`config.mk`:
```
export PLATFORM = sky130hd
export DESIGN_NAME = dvp_capture
export DESIGN_NICKNAME = d
export VERILOG_FILES = /design/src/rtl/dvp_capture.sv
export SDC_FILE = /design/constraint.sdc
export NUM_CORES = 1
export LEC_CHECK = 0
export BUFFER_PORTS_ARGS = -buffer_cell sky130_fd_sc_hd__buf_2
export CAP_MARGIN = 20
export CORE_UTILIZATION = 40
export CTS_CLUSTER_SIZE = 16
export DETAILED_ROUTE_END_ITERATION = 10
export GPL_ROUTABILITY_DRIVEN = 0
export GPL_TIMING_DRIVEN = 0
export SLEW_MARGIN = 25
export SYNTH_ARGS = -nofsm -noshare
export SYNTH_HDL_FRONTEND = slang
export SYNTH_SLANG_ARGS = --single-unit
```
`constraint.sdc`:
```
create_clock -name PCLK -period 3.3 [get_ports PCLK]
set_clock_uncertainty 0.2 [all_clocks]
set_input_delay 0.33 -clock PCLK [delete_from_list [all_inputs] [get_ports PCLK]]
set_output_delay 0.33 -clock PCLK [all_outputs]
set_load 0.005 [all_outputs]
```
`src/rtl/dvp_capture.sv`:
```
// OV7670 DVP capture: synchronises the camera bus into PCLK, pairs bytes into RGB565,
// buffers pixels in a small FIFO and presents them as a valid/ready stream with frame status.
module dvp_capture #(
    parameter int FIFO_DEPTH = 4,
    parameter int CNT_W      = 10
) (
    input  logic             PCLK,
    input  logic             PRESET,
    input  logic             enable,
    input  logic             cam_pclk,
    input  logic             cam_vsync,
    input  logic             cam_href,
    input  logic [7:0]       cam_data,
    output logic [15:0]      pix_data,
    output logic             pix_sof,
    output logic             pix_eol,
    output logic             pix_valid,
    input  logic             pix_ready,
    output logic [CNT_W-1:0] line_pixels,
    output logic [CNT_W-1:0] frame_lines,
    output logic             overflow,
    output logic             odd_byte,
    input  logic             clear_status,
    output logic             busy
);

    localparam int AW = $clog2(FIFO_DEPTH);
    localparam logic [AW:0] FULL_CNT = (AW+1)'(FIFO_DEPTH);
    localparam logic [AW:0] ONE_CNT  = (AW+1)'(1);

    localparam logic [1:0] ST_IDLE   = 2'd0;
    localparam logic [1:0] ST_SYNC   = 2'd1;
    localparam logic [1:0] ST_ACTIVE = 2'd2;

    logic       pclk_s1, pclk_s2, pclk_s3;
    logic       vsync_s1, vsync_s2, vsync_s3;
    logic       href_s1, href_s2, href_s3;
    logic [7:0] data_s1, data_s2;

    // NOTE: sequential state always uses non-blocking assignments so every flop samples
    // the pre-edge value of its neighbours; blocking here would collapse the synchroniser.
    always_ff @(posedge PCLK) begin
        if (PRESET) begin
            pclk_s1  <= 1'b0;
            pclk_s2  <= 1'b0;
            pclk_s3  <= 1'b0;
            vsync_s1 <= 1'b0;
            vsync_s2 <= 1'b0;
            vsync_s3 <= 1'b0;
            href_s1  <= 1'b0;
            href_s2  <= 1'b0;
            href_s3  <= 1'b0;
            data_s1  <= 8'h00;
            data_s2  <= 8'h00;
        end else begin
            pclk_s1  <= cam_pclk;
            pclk_s2  <= pclk_s1;
            pclk_s3  <= pclk_s2;
            vsync_s1 <= cam_vsync;
            vsync_s2 <= vsync_s1;
            vsync_s3 <= vsync_s2;
            href_s1  <= cam_href;
            href_s2  <= href_s1;
            href_s3  <= href_s2;
            data_s1  <= cam_data;
            data_s2  <= data_s1;
        end
    end

    logic sample_evt, vsync_fall, vsync_rise, href_fall;
    assign sample_evt = pclk_s2 && !pclk_s3;
    assign vsync_fall = !vsync_s2 && vsync_s3;
    assign vsync_rise = vsync_s2 && !vsync_s3;
    assign href_fall  = !href_s2 && href_s3;

    logic [1:0]       state;
    logic             byte_sel;
    logic             sof_pending;
    logic             mark_ok;
    logic [7:0]       hold_byte;
    logic [CNT_W-1:0] pix_cnt;
    logic [CNT_W-1:0] line_cnt;

    logic [17:0]   mem [FIFO_DEPTH];
    logic [AW-1:0] wr_ptr, rd_ptr, last_ptr;
    logic [AW:0]   count;
    logic [15:0]   last_data;

    logic active, href_hi_evt, push_req, push_ok, drop, pop, empty, full, line_end, mark;

    assign active      = (state == ST_ACTIVE);
    assign href_hi_evt = active && sample_evt && href_s2;
    assign push_req    = href_hi_evt && byte_sel;
    assign empty       = (count == '0);
    assign full        = (count == FULL_CNT);
    assign pop         = !empty && pix_ready;
    // A full FIFO still accepts a push when the head leaves in the same cycle.
    assign push_ok     = push_req && (!full || pop);
    assign drop        = push_req && full && !pop;
    assign line_end    = active && href_fall;
    assign mark        = line_end && mark_ok;
    assign last_ptr    = wr_ptr - AW'(1);

    always_ff @(posedge PCLK) begin
        if (PRESET) begin
            state       <= ST_IDLE;
            byte_sel    <= 1'b0;
            sof_pending <= 1'b0;
            hold_byte   <= 8'h00;
            pix_cnt     <= '0;
            line_cnt    <= '0;
            line_pixels <= '0;
            frame_lines <= '0;
        end else begin
            case (state)
                ST_IDLE: begin
                    if (enable)
                        state <= ST_SYNC;
                end
                ST_SYNC: begin
                    if (!enable) begin
                        state <= ST_IDLE;
                    end else if (vsync_fall) begin
                        state       <= ST_ACTIVE;
                        pix_cnt     <= '0;
                        line_cnt    <= '0;
                        sof_pending <= 1'b1;
                        byte_sel    <= 1'b0;
                    end
                end
                ST_ACTIVE: begin
                    if (href_hi_evt) begin
                        if (!byte_sel) begin
                            hold_byte <= data_s2;
                            byte_sel  <= 1'b1;
                        end else begin
                            byte_sel    <= 1'b0;
                            sof_pending <= 1'b0;
                            if (pix_cnt != '1)
                                pix_cnt <= pix_cnt + CNT_W'(1);
                        end
                    end else if (href_fall) begin
                        // An unpaired trailing byte is simply dropped here.
                        line_pixels <= pix_cnt;
                        pix_cnt     <= '0;
                        byte_sel    <= 1'b0;
                        if (pix_cnt != '0)
                            line_cnt <= line_cnt + CNT_W'(1);
                    end
                    if (vsync_rise) begin
                        frame_lines <= line_cnt;
                        state       <= enable ? ST_SYNC : ST_IDLE;
                    end
                end
                default: state <= ST_IDLE;
            endcase
        end
    end

    always_ff @(posedge PCLK) begin
        if (PRESET) begin
            wr_ptr    <= '0;
            rd_ptr    <= '0;
            count     <= '0;
            last_data <= 16'h0000;
            mark_ok   <= 1'b0;
        end else begin
            if (push_ok)
                wr_ptr <= wr_ptr + AW'(1);
            if (pop) begin
                rd_ptr    <= rd_ptr + AW'(1);
                last_data <= mem[rd_ptr][17:2];
            end
            case ({push_ok, pop})
                2'b10:   count <= count + ONE_CNT;
                2'b01:   count <= count - ONE_CNT;
                default: count <= count;
            endcase
            // mark_ok tracks whether the newest pixel of this frame is still in the FIFO.
            if (!active)
                mark_ok <= 1'b0;
            else if (push_ok)
                mark_ok <= 1'b1;
            else if (drop)
                mark_ok <= 1'b0;
            else if (pop && count == ONE_CNT)
                mark_ok <= 1'b0;
        end
    end

    // NOTE: the storage array has no reset; emptiness is carried entirely by the pointers
    // and count, so stale contents are never observable.
    always_ff @(posedge PCLK) begin
        if (push_ok)
            mem[wr_ptr] <= {hold_byte, data_s2, sof_pending, 1'b0};
        if (mark)
            mem[last_ptr][0] <= 1'b1;
    end

    always_ff @(posedge PCLK) begin
        if (PRESET) begin
            overflow <= 1'b0;
            odd_byte <= 1'b0;
        end else begin
            if (drop)
                overflow <= 1'b1;
            else if (clear_status)
                overflow <= 1'b0;
            if (line_end && byte_sel)
                odd_byte <= 1'b1;
            else if (clear_status)
                odd_byte <= 1'b0;
        end
    end

    assign pix_valid = !empty;
    assign pix_data  = empty ? last_data : mem[rd_ptr][17:2];
    assign pix_sof   = !empty && mem[rd_ptr][1];
    assign pix_eol   = !empty && mem[rd_ptr][0];
    assign busy      = active;

endmodule

```
After elaboration in Yosys (flattened, before gate mapping):

Memory sizes are Yosys's and may differ from the RTL's. A register that Yosys moved wholly into a read port is not among the register bits.
Index checks and enable logic that the tools add are counted.

* multiply operators: 0
* $add $sub $neg: 7
* eq/ne operators: 20
* $lt $le $gt $ge: 0
* shift operators: 0
* mux-type cells: 45
* bitwise logic cells: 3
* reductions and logical operators: 43
* div/mod/pow operators: 0

Operator list (count)
* $mux 10: 9
* $pmux 10 s2: 2
* $add 10x1->10 const B: 2
* $mux 1: 20
* $mux 18: 1
* $reduce_or 18->1: 1
* $logic_and 1x1->1: 17
* $mux 16: 1
* $mux 2: 8
* $ne 2x2->1 const B: 7
* $reduce_and 6->1: 2
* $ne 10x10->1 const B: 1
* $reduce_bool 10->1: 1
* $reduce_and 3->1: 3
* $reduce_bool 2->1: 4
* $logic_not 1->1: 7
* $ne 3x2->1 const B: 2
* $ne 3x3->1 const B: 2
* $pmux 2 s3: 1
* $pmux 3 s2: 1
* $reduce_and 5->1: 1
* $add 2x1->2 const B: 2
* $eq 2x1->1 const B: 2
* $eq 2x2->1 const B: 2
* other kinds (15): 19

* input port bits: 16
* memories: 1
* ROM bits: 0
* latch bits: 0
* output and inout port bits: 42
* flip-flop bits (word level): 103
* word-level logic and storage cells: 145
* bits in writable memories: 72

Memory list
* mem: depth 4, bits a word 18, rd ports 1, clocked after Yosys merged registers in 1, write ports 1, line 84 `logic [17:0] mem [FIFO_DEPTH];`

Logic depth before layout (Yosys ltp):

Gate-level depths: netlist of run 1.

* depth in word-level cells: 9
* mapped depth: 8
* depth with buffers taken out: 6

Least setup slack after synthesis of run 1:

Ideal clock, no wire load.

* kind: flip-flop to flip-flop
* from: register count[0]
* to: memory mem[2][10] (enable)
* path slack: 356 ps
* period minus slack after synthesis: 2944 ps
* setup time: 416 ps
* required time: 2684 ps
* cell stages (with the launch flop): 6
* path buffers: 0
* arrival: 2328 ps
* cell sequence: dfxtp_1 > inv_1 > ha_1 > nand3b_1 > nand3_1 > nor3b_1

* cells in the longest elaborated chain, start to end: 8
* elaborated cells between the ends (all ways): 10
* classes of those cells: eq/ne (1); mux (3); reduce/logical (6)

RTL lines
* start: declaration: line 86 `logic [AW:0] count;`
* start signal: assignment: line 175 `2'b10: count <= count + ONE_CNT;`
* start signal: assignment: line 176 `2'b01: count <= count - ONE_CNT;`
* start signal: assignment: line 177 `default: count <= count;`
* $logic_not 3->1: line 94 `assign empty = (count == '0);`
* $logic_not 1->1: line 96 `assign pop = !empty && pix_ready;`
* $logic_and 1x1->1: line 96
* $logic_or 1x1->1 (*): line 98 `assign push_ok = push_req && (!full || pop);`
* $logic_and 1x1->1 (*): line 98
* $mux 1 (*): line 194 `if (push_ok)`
* $mux 1 (implied by the code) (*): line 195 `mem[wr_ptr] <= {hold_byte, data_s2, sof_pending, 1'b0};`
* $mux 2 (no line) (*)
* end: declaration: line 84

Mark *: on every way between the ends. The rest lies on a longest branch, timed or not.

Worst setup path in the final report of run 1:

* from: register count[0]
* to: output port pix_data[7]

* cells in the longest elaborated chain, start to end: 2

RTL lines
* $logic_not 3->1: line 94
* $mux 16: line 217 `assign pix_data = empty ? last_data : mem[rd_ptr][17:2];`
* end: declaration: line 14 `output logic [15:0] pix_data,`

Every way passes these cells.

==> results of run 1 <==
[cell type report]
class,instances,area (um^2),share of cell area
timing repair buffer,75,458,0.0537
clock inverter,14,181,0.0213
buffer,34,148,0.0173
clock buffer,18,429,0.0504
inverter,14,52.6,0.00617
multi-input combinational,393,2710,0.318
sequential,177,4260,0.500
tap,225,282,0.0330
[power by group through the flow]
stage,clock [mW],combinational [mW],sequential [mW]
after CTS,2.10,1.33,2.42
after floorplan,0,0.879,2.45
after detailed placement,0,1.31,2.47
final,2.07,1.31,2.42
after global routing,2.19,1.43,2.43
after global placement,0,1.27,2.46
[per-stage QoR]
stage	worst slack, ps	hold WS (ps)	util	TNS [ps]	area (um^2)
CTS	260	21.0	0.491	0	8520
floorplan	356	214	-	0	7160
global placement	-759	225	0.445	-22650	7720
finish	305	32.1	0.491	0	8520
detailed placement	564	224	0.449	0	7790
global route	174	32.2	0.491	0	8520
[cells by family (layout without fill, tap and decap cells)]
logic type      Yosys count  count (layout)  share of synthesized area
simple gates            233             233                      0.166
flops                   177             177                      0.596
compound gates          102             102                     0.0923
buf+inv                  48             155                     0.0280
mux                      47              47                      0.101
fa+ha+maj                 7               7                     0.0122
xor+xnor                  4               4                    0.00490
[layer usage]
layer,track usage,vias up,part of all wire
met3,0.0359,19,0.036
met4,0.0830,0,0.021
met2,0.286,107,0.47
li1,-,2431,-
met5,0,-,0
met1,0.230,2396,0.47
[sequential cells by signal, summed over array words and instances (netlist names), 2 cells and up, named ones only]
signal,count
mem,72
last_data,16
frame_lines,10
line_cnt,10
line_pixels,10
pix_cnt,10
data_s1,8
data_s2,8
hold_byte,8
count,3
rd_ptr,2
state,2
wr_ptr,2
[worst min-delay path by stage]
| stage | from | endpoint | slack [ps] | cells after the start |
|---|---|---|---|---|
| 2_1_floorplan | data_s1[0] | data_s2[0] | 210 | 1 |
| 4_1_cts | clear_status | overflow | 20 | 3 |
| 5_1_grt | clear_status | overflow | 30 | 3 |
| 3_3_place_gp | data_s1[0] | data_s2[0] | 230 | 1 |
| 6_report | clear_status | overflow | 30 | 3 |
| 3_5_place_dp | vsync_s1 | vsync_s2 | 220 | 1 |
[cell usage in the layout, fill, tap and decap left out, types with 12 or more instances in the layout]
cell type / synthesis / layout
sky130_fd_sc_hd__mux4_2: 18 / 18
sky130_fd_sc_hd__nor2b_1: 28 / 28
sky130_fd_sc_hd__nor2_1: 23 / 21
sky130_fd_sc_hd__mux2_2: 19 / 19
sky130_fd_sc_hd__edfxtp_1: 72 / 72
sky130_fd_sc_hd__clkbuf_1: 22 / 23
sky130_fd_sc_hd__nand2_1: 91 / 91
sky130_fd_sc_hd__inv_1: 13 / 13
sky130_fd_sc_hd__dfxtp_1: 105 / 105
sky130_fd_sc_hd__nand3_1: 15 / 15
sky130_fd_sc_hd__buf_2: 6 / 63
sky130_fd_sc_hd__a21oi_1: 46 / 46
sky130_fd_sc_hd__clkbuf_16: 0 / 17
sky130_fd_sc_hd__and2_1: 22 / 22
sky130_fd_sc_hd__dlygate4sd3_1: 0 / 12
[worst register-to-register path: stages (launching register included)]
cell                       delay [ps]
sky130_fd_sc_hd__dfxtp_1          410
sky130_fd_sc_hd__inv_1             90
sky130_fd_sc_hd__ha_1             250
sky130_fd_sc_hd__nand3b_1         170
sky130_fd_sc_hd__nand3_1          240
sky130_fd_sc_hd__nor3b_2          570
sky130_fd_sc_hd__buf_4            260
sky130_fd_sc_hd__buf_4            200
==> flow_summary.toml, run 1 <==
[sta]
tightest_slew_ps = 715
min_period_over_period = 0.908
setup_viol_count_final = 0
hold_viol_final = 0
rsz0062_at_grt = "false"
timing.slew.headroom = 0.524
drv_slew = 0
clock.fmax_ghz = 0.334
layout_min_cycle_time_ps = 3000

[floorplanning]
floorplan.die_area_mm2 = 0.0184
core_region_area_mm2 = 0.0174
fp.dieH_um = 136
die_width_um = 136
pin_count = 58
floorplan.initialDensity = 0.412
fp-row-count = 48

[synthesis]
yosysUniqueCellTypes = 64
synth_area_leader_cell = "sky130_fd_sc_hd__edfxtp_1"
synth.area.top_cells = "sky130_fd_sc_hd__edfxtp_1, sky130_fd_sc_hd__dfxtp_1, sky130_fd_sc_hd__mux4_2, sky130_fd_sc_hd__nand2_1, sky130_fd_sc_hd__a21oi_1"
synthesis.area_mm2 = 0.00716
synth_async_reset_ratio = 0
synthesis.instances = 618
yosysMostFrequentCell = "sky130_fd_sc_hd__dfxtp_1"
yosys_register_bits = 177
post_synth.cell_area_avg_um2 = 11.6
netlist.area_leader.share = 0.302
synth_flop_cell = "sky130_fd_sc_hd__dfxtp_1"
yosys_warnings = 0
synth-edff-count = 72
sequential_element_share_of_the_synthesized_area = 0.596
synth_fp_nets = 641
synthTopCellsByCount = "sky130_fd_sc_hd__dfxtp_1, sky130_fd_sc_hd__nand2_1, sky130_fd_sc_hd__edfxtp_1"

[power_and_ir_drop]
ir_worst_vdd_mv = 0.397
power_mw = 5.79
power.share.clock = 0.357
power.share.switching = 0.273
power.net_switching_mw = 1.58
power_frac_comb = 0.225
p_seq_frac = 0.418
power.leakage_nw = 3.06
pwr_density_cell_mw_per_mm2 = 680
power_report.internal_total_mw = 4.21

[placed_design]
placement.io_buffers = 57
hpwl_mm = 11.1
placedCellCount = 906

[clock_network]
root_buffer = "sky130_fd_sc_hd__clkbuf_16"
worstSkewPairLatency_ps = 420
post_cts_resize_count = 0
post_cts_buffers = 0
tritoncts.num_buffers = 17
buffer_depth_of_the_longest_clock_path = 2
clk_pin_slew_worst_paths_ps = 70
tritoncts_num_sinks = 177
cts-htree-levels = 4
hold_buffers = 12
clock_tree_from_tritoncts = "done"

[routing]
drc_errors = 0
initialDrtViolationCount = 343
antenna_violating_nets_post_route = 0
route.detailed.wl_per_inst_um = 16.3
detail_route.vias_per_cell = 5.21
detail_route.first_pass.iterations = 4
wirelength_mm = 15.5
vias = 4953

[critical_path]
timing.critical_path.depth = 6
path_cells = "inv_1 > ha_1 > nand2b_1 > buf_1 > mux2_2 > buf_2"
startpoint = "count[0]"
rr_worst_depth = 7
worst-r2r-setup-slack_ps = 610
stage_delay_of_the_slowest_cell_on_the_critical_path_ps = 560
cp_num_buf_inv = 3
slowest_stage = "sky130_fd_sc_hd__buf_1"
worst_setup_path_start_kind = "register"
crit_family = "buffers and inverters"
path_max_fanout = 10
r2r_start = "count[0]"
regToRegEndpoint = "mem[2][8]"
critical_path_required_ps = 2770
setup.worst_path.end = "pix_data[7]"
worstPathArrival_ps = 2470
crit_path_category = "reg -> out"
end_kind = "primary output"

[global_routing]
grt_first_pass_wirelength_mm = 24.6
grt_pass1_vias = 4847
grt_antenna_before_repair = 0
globalRouteTotalUtil = 0.178
grt_start_max_net_pins = 17
grt-ovfl-total = 0

[layout]
final_layout_size_suffix_gt1_frac = 0.211
num-fill-cells = 1598
area_growth_syn_to_layout_pct = 19.1
finalNonFillerCells = 950
final_net_count = 735
diodes_inserted = 0

[run]
max-cap-violations = 0

[hold_path]
timing.hold.worst.class = "in -> reg"

[run_status]
run_status = "completed"
(Power assumes the default switching activity.)
==> run 2: changes to the inputs <==
--- a/config.mk
+++ b/config.mk
@@ -6,12 +6,13 @@
 export NUM_CORES = 1
 export LEC_CHECK = 0
 export BUFFER_PORTS_ARGS = -buffer_cell sky130_fd_sc_hd__buf_2
-export CAP_MARGIN = 20
+export CAP_MARGIN = 0
 export CORE_UTILIZATION = 40
 export CTS_CLUSTER_SIZE = 16
 export DETAILED_ROUTE_END_ITERATION = 10
 export GPL_ROUTABILITY_DRIVEN = 0
 export GPL_TIMING_DRIVEN = 0
+export RECOVER_POWER = 50
 export SLEW_MARGIN = 25
 export SYNTH_ARGS = -nofsm -noshare
 export SYNTH_HDL_FRONTEND = slang
==> run 2 against run 1 <==
- sequential share of layout area is 0.31 points higher
- largest cell class unchanged
- critical path depth is the same
- fmax rose by 0.15%
- sequential cell count unchanged
- highest routed layer unchanged
- non-clock buffer count stayed put
- final area decreased by 0.62%
- final cell count unchanged
- hold slack improved by 0.66 ps
- count of clock-buffer cells in the layout stayed put
- global-route usage unchanged
- setup slack improved by 4.5 ps
- die area did not move
==> flow_summary.toml, run 2 (same netlist as run 1, synthesis figures left out) <==
[sta]
rsz0062_at_grt = "false"
timing.slew.headroom = 0.450
layout_min_cycle_time_ps = 2990
drv_slew = 0
setup_viol_count_final = 0
tightest_slew_ps = 821
hold_viol_final = 0
clock.fmax_ghz = 0.334
whs_ps = 32.7
final_critical_path_setup_slack_ps = 309
min_period_over_period = 0.906
tns_ps = 0

[layout]
finalNonFillerCells = 950
top_regs = "mem (72), last_data (16)"
largest_reg_flops = 72
final_net_count = 735
mostFrequentLayoutCell = "sky130_fd_sc_hd__dfxtp_1"
diodes_inserted = 0
final_cell_mix = "sky130_fd_sc_hd__dfxtp_1, sky130_fd_sc_hd__nand2_1, sky130_fd_sc_hd__edfxtp_1"
multi_input_area_mm2 = 0.00269
num-fill-cells = 1609
final_layout_size_suffix_gt1_frac = 0.172
area_growth_syn_to_layout_pct = 18.3
final_instance_area_mm2 = 0.00847
register_with_the_most_flip_flops = "mem"
ff_latch_area_mm2 = 0.00426

[critical_path]
worstPathArrival_ps = 2460
stage_delay_of_the_slowest_cell_on_the_critical_path_ps = 560
worst-r2r-setup-slack_ps = 600
end_kind = "primary output"
cp_num_buf_inv = 3
path_cells = "inv_1 > ha_1 > nand2b_1 > buf_1 > mux2_2 > buf_2"
slowest_stage = "sky130_fd_sc_hd__buf_1"
worst_setup_path_start_kind = "register"
crit_family = "buffers and inverters"
critical_path_required_ps = 2770
path_max_fanout = 10
crit_path_category = "reg -> out"

[power_and_ir_drop]
p_seq_frac = 0.418
power_frac_comb = 0.225
power.share.clock = 0.357
ir_worst_vdd_mv = 0.396
power.net_switching_mw = 1.58
power_report.internal_total_mw = 4.21
power.share.switching = 0.273
pwr_density_cell_mw_per_mm2 = 683
power.leakage_nw = 2.96

[clock_network]
worstSkewPairLatency_ps = 430
clock_tree_from_tritoncts = "done"
clk_pin_slew_worst_paths_ps = 70
root_buffer = "sky130_fd_sc_hd__clkbuf_16"
buffer_depth_of_the_longest_clock_path = 2
cts-htree-levels = 4
tritoncts_num_sinks = 177
tritoncts.num_buffers = 17

[global_routing]
grt_first_pass_wirelength_mm = 24.6
grt-ovfl-total = 0
grt_start_max_net_pins = 17
grt_antenna_before_repair = 0
grt_pass1_vias = 4847
globalRouteTotalUtil = 0.178

[floorplanning]
pin_count = 58
fp-row-count = 48
die_width_um = 136
core_region_area_mm2 = 0.0174
fp.dieH_um = 136
floorplan.die_area_mm2 = 0.0184
floorplan.initialDensity = 0.412

[placed_design]
place_area_mm2 = 0.00779
dp_worst_setup_slack_ps = 564
placement.io_buffers = 57
placedCellCount = 906
hpwl_mm = 11.1

[routing]
initialDrtViolationCount = 339
antenna_violating_nets_post_route = 0
vias = 4956
detail_route.vias_per_cell = 5.22
wirelength_mm = 15.4
detail_route.first_pass.iterations = 5
drc_errors = 0
route.detailed.wl_per_inst_um = 16.2

[hold_path]
timing.hold.worst.class = "in -> reg"

[run_status]
run_status = "completed"

[run]
max-cap-violations = 0
[run 2: power groups by stage]
stage               clock network (mW)  registers, mW  logic (mW)
global route                      2.19           2.43        1.42
CTS                               2.10           2.42        1.33
global placement                     0           2.46        1.27
finish                            2.07           2.42        1.30
detailed placement                   0           2.47        1.31
floorplan                            0           2.45       0.879
[run 2: path summary, 6_finish.rpt]
| path | from | endpoint | depth (start not counted) |
|---|---|---|---|
| min | clear_status | overflow | 3 |
| max reg2reg | count[0] | mem[2][8] | 7 |
| min reg2reg | vsync_s1 | vsync_s2 | 1 |
| max | count[0] | pix_data[15] | 6 |
[run 2: cell type report]
class,instances,area share
Sequential cell,177,0.504
Multi-Input combinational cell,393,0.317
Timing Repair Buffer,75,0.0516
Clock buffer,18,0.0507
Tap cell,225,0.0332
Clock inverter,14,0.0214
Buffer,34,0.0160
Inverter,14,0.00621
[run 2: stage by stage]
step / utilization / total power, mW
floorplan: - / 3.33
global placement: 0.445 / 3.73
detailed placement: 0.449 / 3.77
CTS: 0.491 / 5.85
global route: 0.488 / 6.04
finish: 0.488 / 5.79
[run 2: per-layer routing]
| metal | vias to the layer above | share of wire | track usage |
|---|---|---|---|
| met4 | 0 | 0.022 | 0.0830 |
| met5 | - | 0 | 0 |
| met1 | 2371 | 0.46 | 0.230 |
| met3 | 24 | 0.041 | 0.0359 |
| li1 | 2430 | - | - |
| met2 | 131 | 0.47 | 0.286 |
[run 2: worst reg2reg max path, stage by stage (launching register included)]
cell	delay, ps
sky130_fd_sc_hd__dfxtp_1	410
sky130_fd_sc_hd__inv_1	90
sky130_fd_sc_hd__ha_1	250
sky130_fd_sc_hd__nand3b_1	170
sky130_fd_sc_hd__nand3_1	250
sky130_fd_sc_hd__nor3b_2	570
sky130_fd_sc_hd__buf_4	260
sky130_fd_sc_hd__buf_4	200
[run 2: repair_timing]
item / in CTS / in global routing
resized for setup: 0 / 0
endpoints found under the setup margin: 0 / 0
endpoints found under the hold margin: 12 / 0
hold buffers: 12 / 0
buffers inserted: 0 / 0
==> run 3: changes to the inputs <==
--- a/config.mk
+++ b/config.mk
@@ -6,12 +6,13 @@
 export NUM_CORES = 1
 export LEC_CHECK = 0
 export BUFFER_PORTS_ARGS = -buffer_cell sky130_fd_sc_hd__buf_2
-export CAP_MARGIN = 0
+export CAP_MARGIN = 20
 export CORE_UTILIZATION = 40
 export CTS_CLUSTER_SIZE = 16
 export DETAILED_ROUTE_END_ITERATION = 10
 export GPL_ROUTABILITY_DRIVEN = 0
 export GPL_TIMING_DRIVEN = 0
+export PLACE_DENSITY_LB_ADDON = 0.2
 export RECOVER_POWER = 50
 export SLEW_MARGIN = 25
 export SYNTH_ARGS = -nofsm -noshare
==> run 3 against run 2 <==
- count of clock-buffer cells in the layout grew 4
- register-to-register slack better by 30 ps
- hold slack improved by 4.5 ps
- critical endpoint is now pix_data[10]
- highest routed layer unchanged
- first-iteration DRC count grew 0.59%
- final area decreased by 0.37%
- die area unchanged
- fmax grew 1.5%
- largest cell class unchanged
- via count is 1.3% lower
- sequential share of layout area increased by 0.19 points
- non-clock buffer count stayed put
==> flow_summary.toml, run 3 (same netlist as run 1, synthesis figures left out) <==
[clock_network]
tritoncts_num_sinks = 177
clk_pin_slew_worst_paths_ps = 60
root_buffer = "sky130_fd_sc_hd__clkbuf_16"
cts-htree-levels = 4
tritoncts.num_buffers = 17
post_cts_resize_count = 0
buffer_depth_of_the_longest_clock_path = 2
worstSkewPairLatency_ps = 420
clock_tree_from_tritoncts = "done"

[power_and_ir_drop]
power.leakage_nw = 2.95
ir_worst_vdd_mv = 0.392
pwr_density_cell_mw_per_mm2 = 664
power_mw = 5.60

[layout]
largest_reg_flops = 72
mostFrequentLayoutCell = "sky130_fd_sc_hd__dfxtp_1"
finalNonFillerCells = 950
final_net_count = 735
final_core_utilization = 0.486
final_layout_size_suffix_gt1_frac = 0.175
diodes_inserted = 0
final_cell_mix = "sky130_fd_sc_hd__dfxtp_1, sky130_fd_sc_hd__nand2_1, sky130_fd_sc_hd__edfxtp_1"
area_growth_syn_to_layout_pct = 17.9
top_regs = "mem (72), last_data (16)"
register_with_the_most_flip_flops = "mem"

[floorplanning]
die_width_um = 136
floorplan.die_area_mm2 = 0.0184
floorplan.initialDensity = 0.412
core_region_area_mm2 = 0.0174
fp-row-count = 48
pin_count = 58
fp.dieH_um = 136

[placed_design]
placedCellCount = 906
placement.io_buffers = 57
hpwl_mm = 11.1

[routing]
vias = 4891
route.detailed.wl_per_inst_um = 16.3
m1WireLength_mm = 7.47
detail_route.first_pass.iterations = 5
routed-wl-met2_mm = 7.24
dr.max_layer_used = "met4"
drc_errors = 0
antenna_violating_nets_post_route = 0
wirelength_mm = 15.5
route.met3.wl_um = 545
detail_route.vias_per_cell = 5.15
initialDrtViolationCount = 341

[sta]
whs_ps = 37.2
clock.fmax_ghz = 0.339
hold_viol_final = 0
timing.slew.headroom = 0.507
tns_ps = 0
setup_viol_count_final = 0
rsz0062_at_grt = "false"
tightest_slew_ps = 736
drv_slew = 0
layout_min_cycle_time_ps = 2950
min_period_over_period = 0.893

[critical_path]
slowest_stage = "sky130_fd_sc_hd__buf_1"
path_cells = "clkbuf_2 > buf_1 > mux4_2 > mux2_2 > buf_2"
cp_num_buf_inv = 3
worstPathArrival_ps = 2420
end_kind = "primary output"
worst_setup_path_start_kind = "register"
path_max_fanout = 10
crit_path_category = "reg -> out"
crit_family = "buffers and inverters"
critical_path_required_ps = 2770
stage_delay_of_the_slowest_cell_on_the_critical_path_ps = 540
worst-r2r-setup-slack_ps = 630

[run]
max-cap-violations = 0

[global_routing]
grt-ovfl-total = 0
globalRouteTotalUtil = 0.176
grt_first_pass_wirelength_mm = 24.4
grt_pass1_vias = 4663
grt_antenna_before_repair = 0
grt_start_max_net_pins = 17

[hold_path]
timing.hold.worst.class = "in -> reg"

[run_status]
run_status = "completed"
[run 3: changes by cell type in the layout (fill, tap and decap cells not counted), sizes merged]
| cell | before | now |
|---|---|---|
| inv | 16 | 17 |
| clkinv | 7 | 5 |
| bufinv | 3 | 0 |
| clkbuf | 63 | 67 |
[run 3: worst register-to-register path, stage by stage, from the launching register on]
cell and delay (ps):
sky130_fd_sc_hd__dfxtp_1 400, sky130_fd_sc_hd__inv_1 90, sky130_fd_sc_hd__ha_1 260, sky130_fd_sc_hd__nand3b_1 190, sky130_fd_sc_hd__nand3_1 250, sky130_fd_sc_hd__nor3_2 600
sky130_fd_sc_hd__buf_6 230, sky130_fd_sc_hd__buf_4 180
[run 3: report_power, final]
group / leakage (nW) / switching, mW / internal, mW / total, mW
clock: 0.276 / 0.829 / 1.07 / 1.90
combinational: 1.17 / 0.648 / 0.640 / 1.29
sequential: 1.50 / 0.0535 / 2.36 / 2.42
[run 3: metal layers]
metal	vias to the layer above	global-route usage
met2	106	0.277
met4	0	0.0624
li1	2424	-
met1	2343	0.238
met5	-	0
met3	18	0.0397
[run 3: final cells by class]
cell class | count | area [um^2]
multi-input cells | 393 | 2700
inverters | 14 | 52.6
repair buffers | 75 | 444
flip-flops and latches | 177 | 4260
clock inverters | 10 | 73.8
fillers | 1582 | 8920
clock buffers | 22 | 490
well taps | 225 | 282
plain buffers | 34 | 135
[run 3: final timing paths]
path / from / endpoint / depth (start not counted)
hold reg to reg: data_s1[2] / data_s2[2] / 1
setup reg to reg: count[0] / mem[0][8] / 7
setup / recovery: register / pix_data[10] / 5
hold / removal: clear_status / overflow / 3
[run 3: stage by stage]
| stage | cell area, um^2 | setup WS (ps) |
|---|---|---|
| after floorplan | 7160 | 356 |
| after CTS | 8480 | 292 |
| after global routing | 8440 | 153 |
| after global placement | 7720 | -806 |
| after detailed placement | 7800 | 576 |
| final | 8440 | 353 |
[run 3: timing repair]
item,4_1_cts,5_1_grt
setup buffers,0,0
hold endpoints to repair,12,0
hold buffers,12,0
